<file path="config.mk">
export PLATFORM = sky130hd
export DESIGN_NAME = multimode_ring_counter
export DESIGN_NICKNAME = d
export VERILOG_FILES = /design/src/rtl/multimode_ring_counter.sv
export SDC_FILE = /design/constraint.sdc
export NUM_CORES = 1
export LEC_CHECK = 0
export ABC_AREA = 1
export CAP_MARGIN = 20
export CORE_UTILIZATION = 35
export CTS_BUF_LIST = sky130_fd_sc_hd__clkbuf_8
export CTS_CLUSTER_DIAMETER = 60
export DETAILED_ROUTE_END_ITERATION = 7
export HOLD_SLACK_MARGIN = 0.12
export SLEW_MARGIN = 15
export SYNTH_ARGS = -nofsm -noshare
export SYNTH_HDL_FRONTEND = slang
export SYNTH_SLANG_ARGS = --single-unit
</file>
<file path="constraint.sdc">
create_clock -name clk -period 2.1 [get_ports clk]
set_input_delay 0.42 -clock clk [delete_from_list [all_inputs] [get_ports clk]]
set_output_delay 0.42 -clock clk [all_outputs]
set_load 0.02 [all_outputs]
</file>
<file path="src/rtl/multimode_ring_counter.sv">
// Ring / Johnson shift counter with bidirectional stepping, parallel load,
// sequence position tracking, and illegal-state detection with self-correction.
module multimode_ring_counter #(
  parameter int WIDTH = 8,
  parameter int IDXW  = $clog2(2*WIDTH)
) (
  input  logic             clk,
  input  logic             reset,
  input  logic             en,
  input  logic             mode,
  input  logic             dir,
  input  logic             load,
  input  logic [WIDTH-1:0] load_data,
  output logic [WIDTH-1:0] count_out,
  output logic [IDXW-1:0]  step_idx,
  output logic             wrap,
  output logic             illegal
);

  logic [WIDTH-1:0] count_q, count_d;
  logic [IDXW-1:0]  step_q, step_d;
  logic             wrap_q, wrap_d;
  logic             mode_q, mode_d;

  logic [WIDTH-1:0] count_inc, count_inv, count_inv_inc, count_dec;
  logic             ring_ok, johnson_ok;
  logic [IDXW-1:0]  last_idx;

  function automatic logic [WIDTH-1:0] start_state(input logic m);
    return m ? '0 : WIDTH'(1);
  endfunction

  // Johnson legality: a run of ones anchored at bit 0 is 0..01..1 (x & (x+1) == 0);
  // a run anchored at the MSB is the complement of that form.
  always_comb begin
    count_inc     = count_q + WIDTH'(1);
    count_dec     = count_q - WIDTH'(1);
    count_inv     = ~count_q;
    count_inv_inc = count_inv + WIDTH'(1);
    ring_ok       = (count_q != '0) && ((count_q & count_dec) == '0);
    johnson_ok    = ((count_q & count_inc) == '0) || ((count_inv & count_inv_inc) == '0);
    illegal       = mode_q ? !johnson_ok : !ring_ok;
  end

  assign last_idx = mode_q ? IDXW'(2*WIDTH-1) : IDXW'(WIDTH-1);

  always_comb begin
    count_d = count_q;
    step_d  = step_q;
    wrap_d  = 1'b0;
    mode_d  = mode_q;
    if (load) begin
      count_d = load_data;
      step_d  = '0;
    end else if (mode != mode_q) begin
      mode_d  = mode;
      count_d = start_state(mode);
      step_d  = '0;
    end else if (en && illegal) begin
      count_d = start_state(mode_q);
      step_d  = '0;
    end else if (en) begin
      if (!dir) begin
        count_d = {count_q[WIDTH-2:0], mode_q ? ~count_q[WIDTH-1] : count_q[WIDTH-1]};
        if (step_q == last_idx) begin
          step_d = '0;
          wrap_d = 1'b1;
        end else begin
          step_d = step_q + IDXW'(1);
        end
      end else begin
        count_d = {mode_q ? ~count_q[0] : count_q[0], count_q[WIDTH-1:1]};
        if (step_q == '0) begin
          step_d = last_idx;
          wrap_d = 1'b1;
        end else begin
          step_d = step_q - IDXW'(1);
        end
      end
    end
  end

  // Reset adopts the mode input directly so the counter comes up in the requested sequence.
  always_ff @(posedge clk) begin
    if (reset) begin
      mode_q  <= mode;
      count_q <= start_state(mode);
      step_q  <= '0;
      wrap_q  <= 1'b0;
    end else begin
      mode_q  <= mode_d;
      count_q <= count_d;
      step_q  <= step_d;
      wrap_q  <= wrap_d;
    end
  end

  assign count_out = count_q;
  assign step_idx  = step_q;
  assign wrap      = wrap_q;

endmodule

</file>
### Word level (Yosys, flattened, before mapping)

Cells that the tools add are included.

* add/subtract/negate cells: 5
* multipliers: 0
* divide/modulo/power cells: 0
* magnitude comparators: 0
* equality and inequality tests: 3
* shifts and indexed selects: 0
* muxes and demuxes: 21
* bitwise gates (word level): 7
* reductions and logical operators: 15

Operators by type and width (number)
* 8-bit 2-to-1 mux: 6
* 8-bit AND: 3
* 8-bit logical NOT: 3
* 8-bit by 1-bit adder with 8-bit output, second input constant: 2
* 4-bit 2-to-1 mux: 4
* 1-bit 2-to-1 mux: 11
* 8-bit inverter: 1
* 8-bit nonzero test: 1
* 8-bit by 1-bit subtractor with 8-bit output, second input constant: 1
* 5-bit nonzero test: 1
* 5-bit OR reduction: 1
* 4-bit by 1-bit adder with 4-bit output, second input constant: 1
* 4-bit == test: 1
* 4-bit logical NOT: 1
* 4-bit OR reduction: 1
* 4-bit by 1-bit subtractor with 4-bit output, second input constant: 1
* 1-bit inverter: 3
* 1-bit logical AND: 2
* 1-bit logical NOT: 2
* 2-bit != test, second input constant: 1
* 2-bit AND reduction: 1
* 2-bit nonzero test: 1
* 1-bit logical OR: 1
* 1-bit != test: 1

* register bits after elaboration: 14
* latch bits: 0
* RAM bits: 0
* bits in read-only memories: 0
* word-level logic and storage cells: 55
* memories kept: 0

### Longest topological paths before layout

Gate-level depths: netlist of run 1.

* depth after elaboration: 12
* depth in mapped cells: 11

### Least setup slack after synthesis of run 1

OpenSTA, ideal clock, no wires.

* kind: flip-flop to output port
* start point: reg count_q[2], in the netlist count_out[2]
* end point: out illegal
* arrival time: 1.374 ns
* slack: 0.306 ns
* stages on the path, launching flop included: 8
* path buffers: 0
* cells stage by stage: edfxtp_1 > nor2_2 > nand2_1 > nand2_1 > nand3_1 > a21oi_2 > nand2_1 > and2_1

* longest elaborated chain between the ends: 7
* elaborated cells on any way between the ends: 16
* classes of those cells: add/sub: 3; mux: 1; bitwise: 4; reduce/logical: 8

Ends and longest elaborated chain
* start: declaration: RTL line 20 `logic [WIDTH-1:0] count_q, count_d;`
* start signal: assignment: RTL line 87 `count_q <= start_state(mode);`
* start signal: assignment: RTL line 92 `count_q <= count_d;`
* 8-bit inverter: RTL line 38 `count_inv = ~count_q;`
* 8-bit by 1-bit adder with 8-bit output: RTL line 39 `count_inv_inc = count_inv + WIDTH'(1);`
* 8-bit AND: RTL line 41 `johnson_ok = ((count_q & count_inc) == '0) || ((count_inv & count_inv_inc) == '0);`
* 8-bit logical NOT: RTL line 41
* 1-bit logical OR: RTL line 41
* 1-bit logical NOT: RTL line 42 `illegal = mode_q ? !johnson_ok : !ring_ok;`
* 1-bit 2-to-1 mux *: RTL line 42
* end: declaration: RTL line 17 `output logic illegal`

Mark *: on every way between the ends. The rest lies on a longest branch, timed or not.

### Worst setup path in the final report of run 1

* start point: reg count_q[0], in the netlist count_out[0]
* end point: out illegal

The elaborated chain is that of the path after synthesis.

==> summary.md, run 1 <==
| Metric | Value |
|---|---|
| F_max | 479 MHz |
| Hold crit path type | reg -> reg |
| All-Layer GR Usage | roughly 18% |
| Worst-Skew Late Latency | 0.25 ns |
| Rows | 20 |
| Primary FF master, synth | edfxtp_1 |
| Syn Inst Count | 166 |
| Detailed-route via count | 1256 |
| Net switching power | 0.000309 W |
| Hold Path End | step_idx[3]$_SDFFE_PP0P_ |
| Wire length per cell | roughly 11 µm |
| Reg2Reg Depth | 10 |
| TritonCTS clock tree | yes |
| Clock transition at the registers of the reported paths | 0.06 ns |
| Synth unique cells | 30 |
| Remaining DRCs | 0 |
| I/O Pins | 28 |
| MaxCap Viol Count | 0 |
| Avg Synthesized Cell Area | 6.82 µm² |
| Die Span Y | 58.9 µm |
| Yosys top cell by area | edfxtp_1 |
| VDD IR-drop max | 0.331 mV |
| Area taken by flip-flops and latches | about 370 µm² |
| Hold Path Depth | 2 |
| Period minus WS final | 2.09 ns |
| Vias per cell | 4.76 |
| Grt total ovfl | 0 |
| Final nets | 238 |
| Number of global-route vias before repair | between 1000 and 1500 |
| Clock skew | 0.00270 ns |
| FF-to-FF setup slack | between 0.15 and 0.2 ns |
| Asr flop ratio synth | 0% |
| Clock network power share | ~25% |
| Worst path arrival time | 1.67 ns |
| Yosys warnings | 0 |
| Worst Tran Pin Value | 0.375 ns |
| Post-synth EDFFs | 9 |
| Pwr/cell area | 547 nW/µm² |
| Final hold viol count | 0 |
| Reg power frac | 36.8% |
| Net Sw Frac | between 30% and 40% |
| Worst reg2reg endpoint | count_out[1]$_SDFFCE_PP0P_ |
| Setup TNS | 0 ns |
| Placeable Area | approximately 3100 µm² |
| Critical path endpoint category | output pin |
| Pre-antenna DRT Iters | 4 |
| Worst hold start | step_idx[3]$_SDFFE_PP0P_ |
| Hold Buf Count CTS | 0 |
| ANT nets after route | 0 |
| Routability cong. | 0.890 |
| Commonest non-fill, non-tap cell in the layout | nand2_1 |
| Share of cells above drive strength 1 | between 20% and 30% |
| Detailed Place HPWL | 2350 µm |
| Max Transition Viols Final | 0 |
| Core Util, Final | 55.7% |
| Area grow syn2layout | 50.1% |
| CTS Sinks | 14 |
| Htree depth | 1 |
| Final setup violation count | 0 |
| Fillers | approximately 320 |
| FF+latch count, synth | 14 |
| WS Path Type | reg -> out |
| Clock buffers created by TritonCTS | 3 |
| Diodes inserted | 0 |
| Final period util | 99.5% |
| Mapped cell area | between 1000 and 1500 µm² |
| Largest net degree at the start of global routing | 15 |
| Worst Path Max Fanout | 8 |
| Worst EP required | 1.68 ns |
| Seq/Total Area, Yosys | 32.7% |
| First-pass GRT wire length | 4770 µm |
| Reg2reg start | count_out[0]$_DFFE_PP_ |
| Lkg Pwr | 0.744 nW |
| Comb power frac | 38.1% |
| Relative slew slack | between 70% and 80% |
| Pint | 0.000621 W |
| Initial antenna violation count | 0 |
| Die Wd | 58.9 µm |
| Starting Density | 37.1% |
| Status | complete, no violations |
| Post-synth top area share | a little under a quarter |
| CTS Buffer Depth | 2 |
| Setup crit start kind | flip-flop |
| DR iter-0 viols | 68 |
| Net Count, Synth | 183 |
| # port buffers | 27 |
| CTS root buf | clkbuf_8 |
| Largest cells by area after synthesis | edfxtp_1 (24%), nand2_1 (14%), dfxtp_1 (8.8%) |
| Multi-input gate area | 686 µm² |
| Routed WL | 2970 µm |
| Die area | 3470 µm² |
| Most frequent cells in the layout | nand2_1 (42), buf_4 (28), clkdlybuf4s50_1 (25) |
| RSZ-0062 raised after global routing | true |
-- power by group through the flow --
stage | registers, W | logic [W] | clock network (W)
finish | 0.000342 | 0.000354 | 0.000234
CTS | 0.000339 | 0.000337 | 0.000240
global placement | 0.000343 | 0.000334 | 0
floorplan | 0.000360 | 0.000157 | 0
detailed placement | 0.000344 | 0.000336 | 0
global route | 0.000345 | 0.000388 | 0.000251
-- through the flow --
stage / total power (W) / hold WS [ns] / cell area [µm²] / std cells / worst slack (ns)
2_1_floorplan: 0.000517 / 0.519 / 1130 / 166 / 0.306
3_3_place_gp: 0.000677 / 0.636 / 1620 / 258 / -0.0977
3_5_place_dp: 0.000681 / 0.630 / 1620 / 258 / -0.117
4_1_cts: 0.000917 / 0.640 / 1670 / 263 / 0.00589
5_1_grt: 0.000984 / 0.684 / 1700 / 264 / -0.113
6_report: 0.000930 / 0.630 / 1700 / 264 / 0.0103
-- critical path: stages, from the launching register on --
cell and delay, ns:
edfxtp_1 0.55, inv_2 0.12, nand2_1 0.08, o21ai_2 0.15, nand3_1 0.08, nand2_1 0.08
nand2_1 0.07, and2_4 0.16, buf_6 0.12
-- worst max path at each step --
stage | from | end | slack (ns)
after floorplan | count_out[2]$_SDFFCE_PP0P_ | illegal | 0.31
after global placement | count_out[0]$_DFFE_PP_ | illegal | -0.1
after detailed placement | count_out[0]$_DFFE_PP_ | illegal | -0.12
after CTS | count_out[0]$_DFFE_PP_ | illegal | 0.006
after global routing | count_out[0]$_DFFE_PP_ | illegal | -0.11
final | count_out[0]$_DFFE_PP_ | illegal | 0.01
-- timing repair --
action | 4_1_cts | 5_1_grt
setup endpoints to repair | 1 | 1
setup buffers | 1 | 1
endpoints found under the hold margin | 0 | 0
pin swaps | 1 | 7
gates resized for setup | 6 | 7
-- cell families (layout without fill, tap and decap cells) --
group,count (synthesis),after routing,share of synthesized area (%)
adders and majority gates,3,3,3.32
buffers and inverters,23,77,8.40
AOI/OAI and AO/OA,38,38,20.4
xor gates and xnor gates,4,4,3.09
and+or+nand+nor,84,84,32.0
DFF,14,14,32.7
-- layout make-up --
class,count,area share (%)
flip-flops and latches,14,21.8
inverters,19,4.20
multi-input cells,129,40.4
well taps,44,3.24
repair buffers,54,27.8
clock inverters,1,0.221
clock buffers,3,2.43
-- cell usage after synthesis (3+ instances only) --
library cell,n
ha_1,3
xor2_1,3
nand2_1,43
o21ai_0,19
nand3_1,11
nor2_1,19
o21ai_2,6
edfxtp_1,9
nor2_2,5
a21oi_1,4
dfxtp_1,5
inv_1,15
-- layer usage --
metal | global-route usage (%) | part of all wire [%] | vias up
li1 | - | - | 661
met1 | 26.7 | 49 | 549
met2 | 25.3 | 43 | 37
met3 | 3.52 | 6.1 | 9
met4 | 10.5 | 2.1 | 0
met5 | 0 | 0 | -
-- sequential cells by signal (all words and copies together), names as in the netlist --
name	cells
count_out	8
mode_q	1
step_idx	4
wrap	1
No activity file was read; power rests on OpenSTA's default activity.
==> inputs of run 2 (changes only) <==
- SETUP_SLACK_MARGIN: not set -> 0.5
==> summary.md, run 2 (synthesized netlist as in run 1, its figures left out) <==
| Metric | Value |
|---|---|
| Remaining DRCs | 0 |
| MaxCap Viol Count | 0 |
| CTS root buf | clkbuf_8 |
| Share of cells above drive strength 1 | 33.8% |
| Worst EP required | around 1.7 ns |
| Max reg flops | 8 |
| Rows | 20 |
| Pwr/cell area | 560 nW/µm² |
| Met1 usage | 24.3% |
| Area grow syn2layout | 63.4% |
| Vias per cell | 5.04 |
| Max Transition Viols Final | 0 |
| Fillers | 304 |
| Worst hold start | mode |
| F_max | between 400 and 500 MHz |
| Grt total ovfl | 0 |
| Largest net degree at the start of global routing | 15 |
| Diodes inserted | 0 |
| Period minus WS final | 2.12 ns |
| Final nets | 243 |
| CTS Sinks | 14 |
| Final period util | 101% |
| I/O Pins | 28 |
| Failing checks | setup timing |
| Die area | 3470 µm² |
| Detailed Place HPWL | approximately 2400 µm |
| Relative slew slack | 77.7% |
| Die Wd | 58.9 µm |
| Reg2reg start | count_out[0]$_DFFE_PP_ |
| Hold Buf Count CTS | 0 |
| Met3 GRT Util | 3.30% |
| Critical Path Source | count_out[0]$_DFFE_PP_ |
| Worst Tran Pin Value | 0.332 ns |
| RSZ-0062 raised after global routing | true |
| Lkg Pwr | 0.864 nW |
| Worst path arrival time | about 1.7 ns |
| Starting Density | 37.1% |
| Setup crit start kind | flip-flop |
| Core Util, Final | 60.6% |
| CP max stage cell | edfxtp_1 |
| WS Path Type | reg -> out |
| Critical path endpoint category | output pin |
| First-pass GRT wire length | 5420 µm |
| Final setup violation count | 1 |
| Wire length per cell | 12.8 µm |
| Worst reg2reg endpoint | count_out[0]$_DFFE_PP_ |
| Pre-antenna DRT Iters | 4 |
| Routed WL | approximately 3400 µm |
| FF-to-FF setup slack | 0.03 ns |
| Detailed-route via count | 1355 |
| Dpl cell area | 1580 µm² |
| Critical Path Max Stage Delay | 0.52 ns |
| Final hold viol count | 0 |
| Hold crit path type | in -> reg |
| Critical-path cell list | inv_1, nand2_1, o21ai_2, nand3_2, nand2_2, nand2_2, and2_4, buf_6 |
| VDD IR-drop max | ~0.25 mV |
| Clock transition at the registers of the reported paths | 0.06 ns |
| Die Span Y | 58.9 µm |
| Number of global-route vias before repair | approximately 1300 |
| Total power | between 0.001 and 0.0015 W |
| Most frequent cells in the layout | nand2_1 (37), buf_4 (24), nor2_1 (17), o21ai_0 (17), inv_1 (15) |
| TritonCTS clock tree | yes |
| Final Non-Filler Cells | 269 |
| Clock buffers created by TritonCTS | 3 |
| # port buffers | 27 |
| Reg2Reg Depth | 13 |
| Initial antenna violation count | 0 |
| Placeable Area | 3050 µm² |
| DR iter-0 viols | 58 |
| All-Layer GR Usage | 21.4% |
| Final instance area | 1850 µm² |
| Fin worst setup slack | -0.0229 ns |
| Placed cell count | 252 |
| Met2 Usage GRT | 36.2% |
| Multi-input gate area | 773 µm² |
| Most frequent CP cell | nand2_2 |
| Clock skew | 0.00286 ns |
| CTS Buffer Depth | 2 |
| CP endpoint | illegal |
| Most crowded layer after global routing | met2 |
| Worst-Skew Late Latency | 0.25 ns |
| ANT nets after route | 0 |
| Commonest non-fill, non-tap cell in the layout | nand2_1 |
| Routability cong. | 0.923 |
| Area taken by flip-flops and latches | 370 µm² |
| Htree depth | 1 |
| Worst Path Max Fanout | 8 |
| Status | complete, but fails checks |
## run 2: cell count changes in the layout (fill, tap and decap cells not counted), sizes merged
| cell | previous run | this run |
|---|---|---|
| clkdlybuf4s50 | 25 | 12 |
| dlygate4sd2 | 0 | 7 |
| buf | 29 | 35 |
| clkbuf | 3 | 7 |
| clkinv | 3 | 2 |
| dlymetal6s2s | 0 | 1 |
| nand2 | 44 | 45 |
## run 2: critical path, delay by kind of cell, from the launching register on
kind / cells / cell delay [ns]
buf+inv: 2 / 0.27
flops: 1 / 0.52
compound gates: 1 / 0.19
simple gates: 5 / 0.47
## run 2: where the power goes
group          internal, W  switching (W)  total (W)
clock             0.000166       0.000102   0.000268
sequential        0.000313      0.0000277   0.000341
combinational     0.000209       0.000218   0.000427
total             0.000688       0.000348    0.00104
## run 2: metrics by stage
stage	setup TNS, ns	setup slack, ns	hold WS (ns)
2_1_floorplan	0	0.387	0.519
3_3_place_gp	-0.113	-0.113	0.637
3_5_place_dp	-0.194	-0.194	0.645
4_1_cts	-0.0140	-0.0140	0.612
5_1_grt	-0.524	-0.103	0.631
6_report	-0.0229	-0.0229	0.620
## run 2: cell type report
class / count / share of cell area (%)
multi-input cells: 130 / 41.8
repair buffers: 58 / 28.3
flip-flops and latches: 14 / 20.0
inverters: 19 / 3.92
clock buffers: 4 / 2.97
well taps: 44 / 2.97
## run 2: per-layer routing
layer / vias to the layer above / part of all wire, %
li1: 667 / -
met1: 631 / 41
met2: 45 / 49
met3: 12 / 5.0
met4: 0 / 4.3
met5: - / 0
## run 2: worst min path at each step
stage	cells past startpoint	to	slack [ns]
6_report	1	mode_q$_DFFE_PP_	0.62
3_3_place_gp	2	step_idx[0]$_SDFFE_PP0P_	0.64
2_1_floorplan	0	mode_q$_DFFE_PP_	0.52
3_5_place_dp	2	step_idx[0]$_SDFFE_PP0P_	0.65
5_1_grt	1	mode_q$_DFFE_PP_	0.63
4_1_cts	1	mode_q$_DFFE_PP_	0.61
## run 2: timing repair
action / CTS / global route
setup buffers: 7 / 5
pin swaps: 13 / 11
setup endpoints to repair: 33 / 20
gates resized for setup: 47 / 20
gates cloned: 1 / 0
==> edit, RTL diff (flow settings as in run 1) <==
The parameter `WIDTH` goes from 8 to 4.
--- a/src/rtl/multimode_ring_counter.sv
+++ b/src/rtl/multimode_ring_counter.sv
@@ -1,7 +1,7 @@
 // Ring / Johnson shift counter with bidirectional stepping, parallel load,
 // sequence position tracking, and illegal-state detection with self-correction.
 module multimode_ring_counter #(
-  parameter int WIDTH = 8,
+  parameter int WIDTH = 4,
   parameter int IDXW  = $clog2(2*WIDTH)
 ) (
   input  logic             clk,
Interface: changed (resized count_out, load_data and step_idx); port bits go from 28 to 19. No check against the original RTL was run, so the function may have changed too.
==> edit against run 1 <==
  * Core utilization fell by 2.5 points
  * Final cell count is 45% lower
  * Wire length decreased by 53%
  * Area after synthesis fell by 39%
  * Power shrank 37%
  * Clock power is 18% lower
  * Worst setup slack gained 0.11 ns
  * Via count decreased by 46%
  * Clock skew barely moved
  * Sequential cell count fell by 5
  * Fmax grew 5.6%
  * Final area down 44%
  * Sequential power down 37%
  * Largest cell class unchanged
==> edit: results (changes against run 1) <==
outcome: "complete, no violations"
cp_top_family: "simple AND/OR/NAND/NOR gates"
signal_buffers: 21  # -61%
largest_register_ffs: 4  # -4
leakagePower_nw: 0.409  # -45%
multi_input_area_um2: 394  # -43%
synth_compound_gate_area_share_pct: 19.6  # -0.84 points
globalplace.congestion: 0.820  # -7.9%
grt_pass1_wl_um: 2280  # -52%
insertion_delay_ns: 0.23  # -0.02 ns
wire_per_inst_um: 9.72  # -14%
hpwl_um: 1140  # -52%
cts_setup_buffers: 0  # -1
bufAreaShareNonClock_pct: 21.0  # -6.7 points
cp.arrival_ns: 1.56  # -0.11 ns
die_w_um: 46.6  # -21%
wl_met3_um: 51  # -72%
grt.met1_usage_pct: 22.9  # -3.8 points
fin_cells: 145  # -45%
ys_seq_area_share_pct: 33.1  # +0.39 points
clkSlewWorstSetupHoldPaths_ns: 0.04  # -0.02 ns
synth_fa_ha_area_share_pct: 5.40  # +2.1 points
drt-met1-wl_um: 743  # -49%
drt_first_iter_violations: 23  # -66%
synthXorXnorAreaFrac_pct: 2.52  # -0.58 points
clk_share_pct: 4.71  # +2.1 points
synth_edf_count: 5  # -4
place_area_um2: 913  # -44%
cp_max_fo: 5  # -3
[edit: changes by cell type after synthesis, sizes merged, moves of 2 or more]
cell | run 1 | this run
clkbuf | 2 | 0
a21oi | 6 | 9
inv | 17 | 14
xor2 | 3 | 0
nor2 | 24 | 9
clkinv | 2 | 0
nor3 | 2 | 0
o21ai | 27 | 10
edfxtp | 9 | 5
nand2 | 44 | 26
nand3 | 12 | 7
a22oi | 0 | 2
[edit: power breakdown]
part	internal [mW]	switching, mW
clock network	0.127	0.0649
registers	0.200	0.0144
logic	0.0812	0.0972
[edit: repair_timing]
action,4_1_cts,5_1_grt
pin swaps,0,0
gates resized for setup,1,1
gates cloned,0,0
endpoints found under the setup margin,1,1
[edit: final timing paths]
path,start,to,slack [ns],depth (start not counted)
worst max-delay path,count_out[0],illegal,0.12,8
worst max register to register,count_out[1],count_out[0],0.50,11
worst min register to register,step_idx[1],step_idx[1],0.55,2
worst min-delay path,step_idx[1],step_idx[1],0.55,2
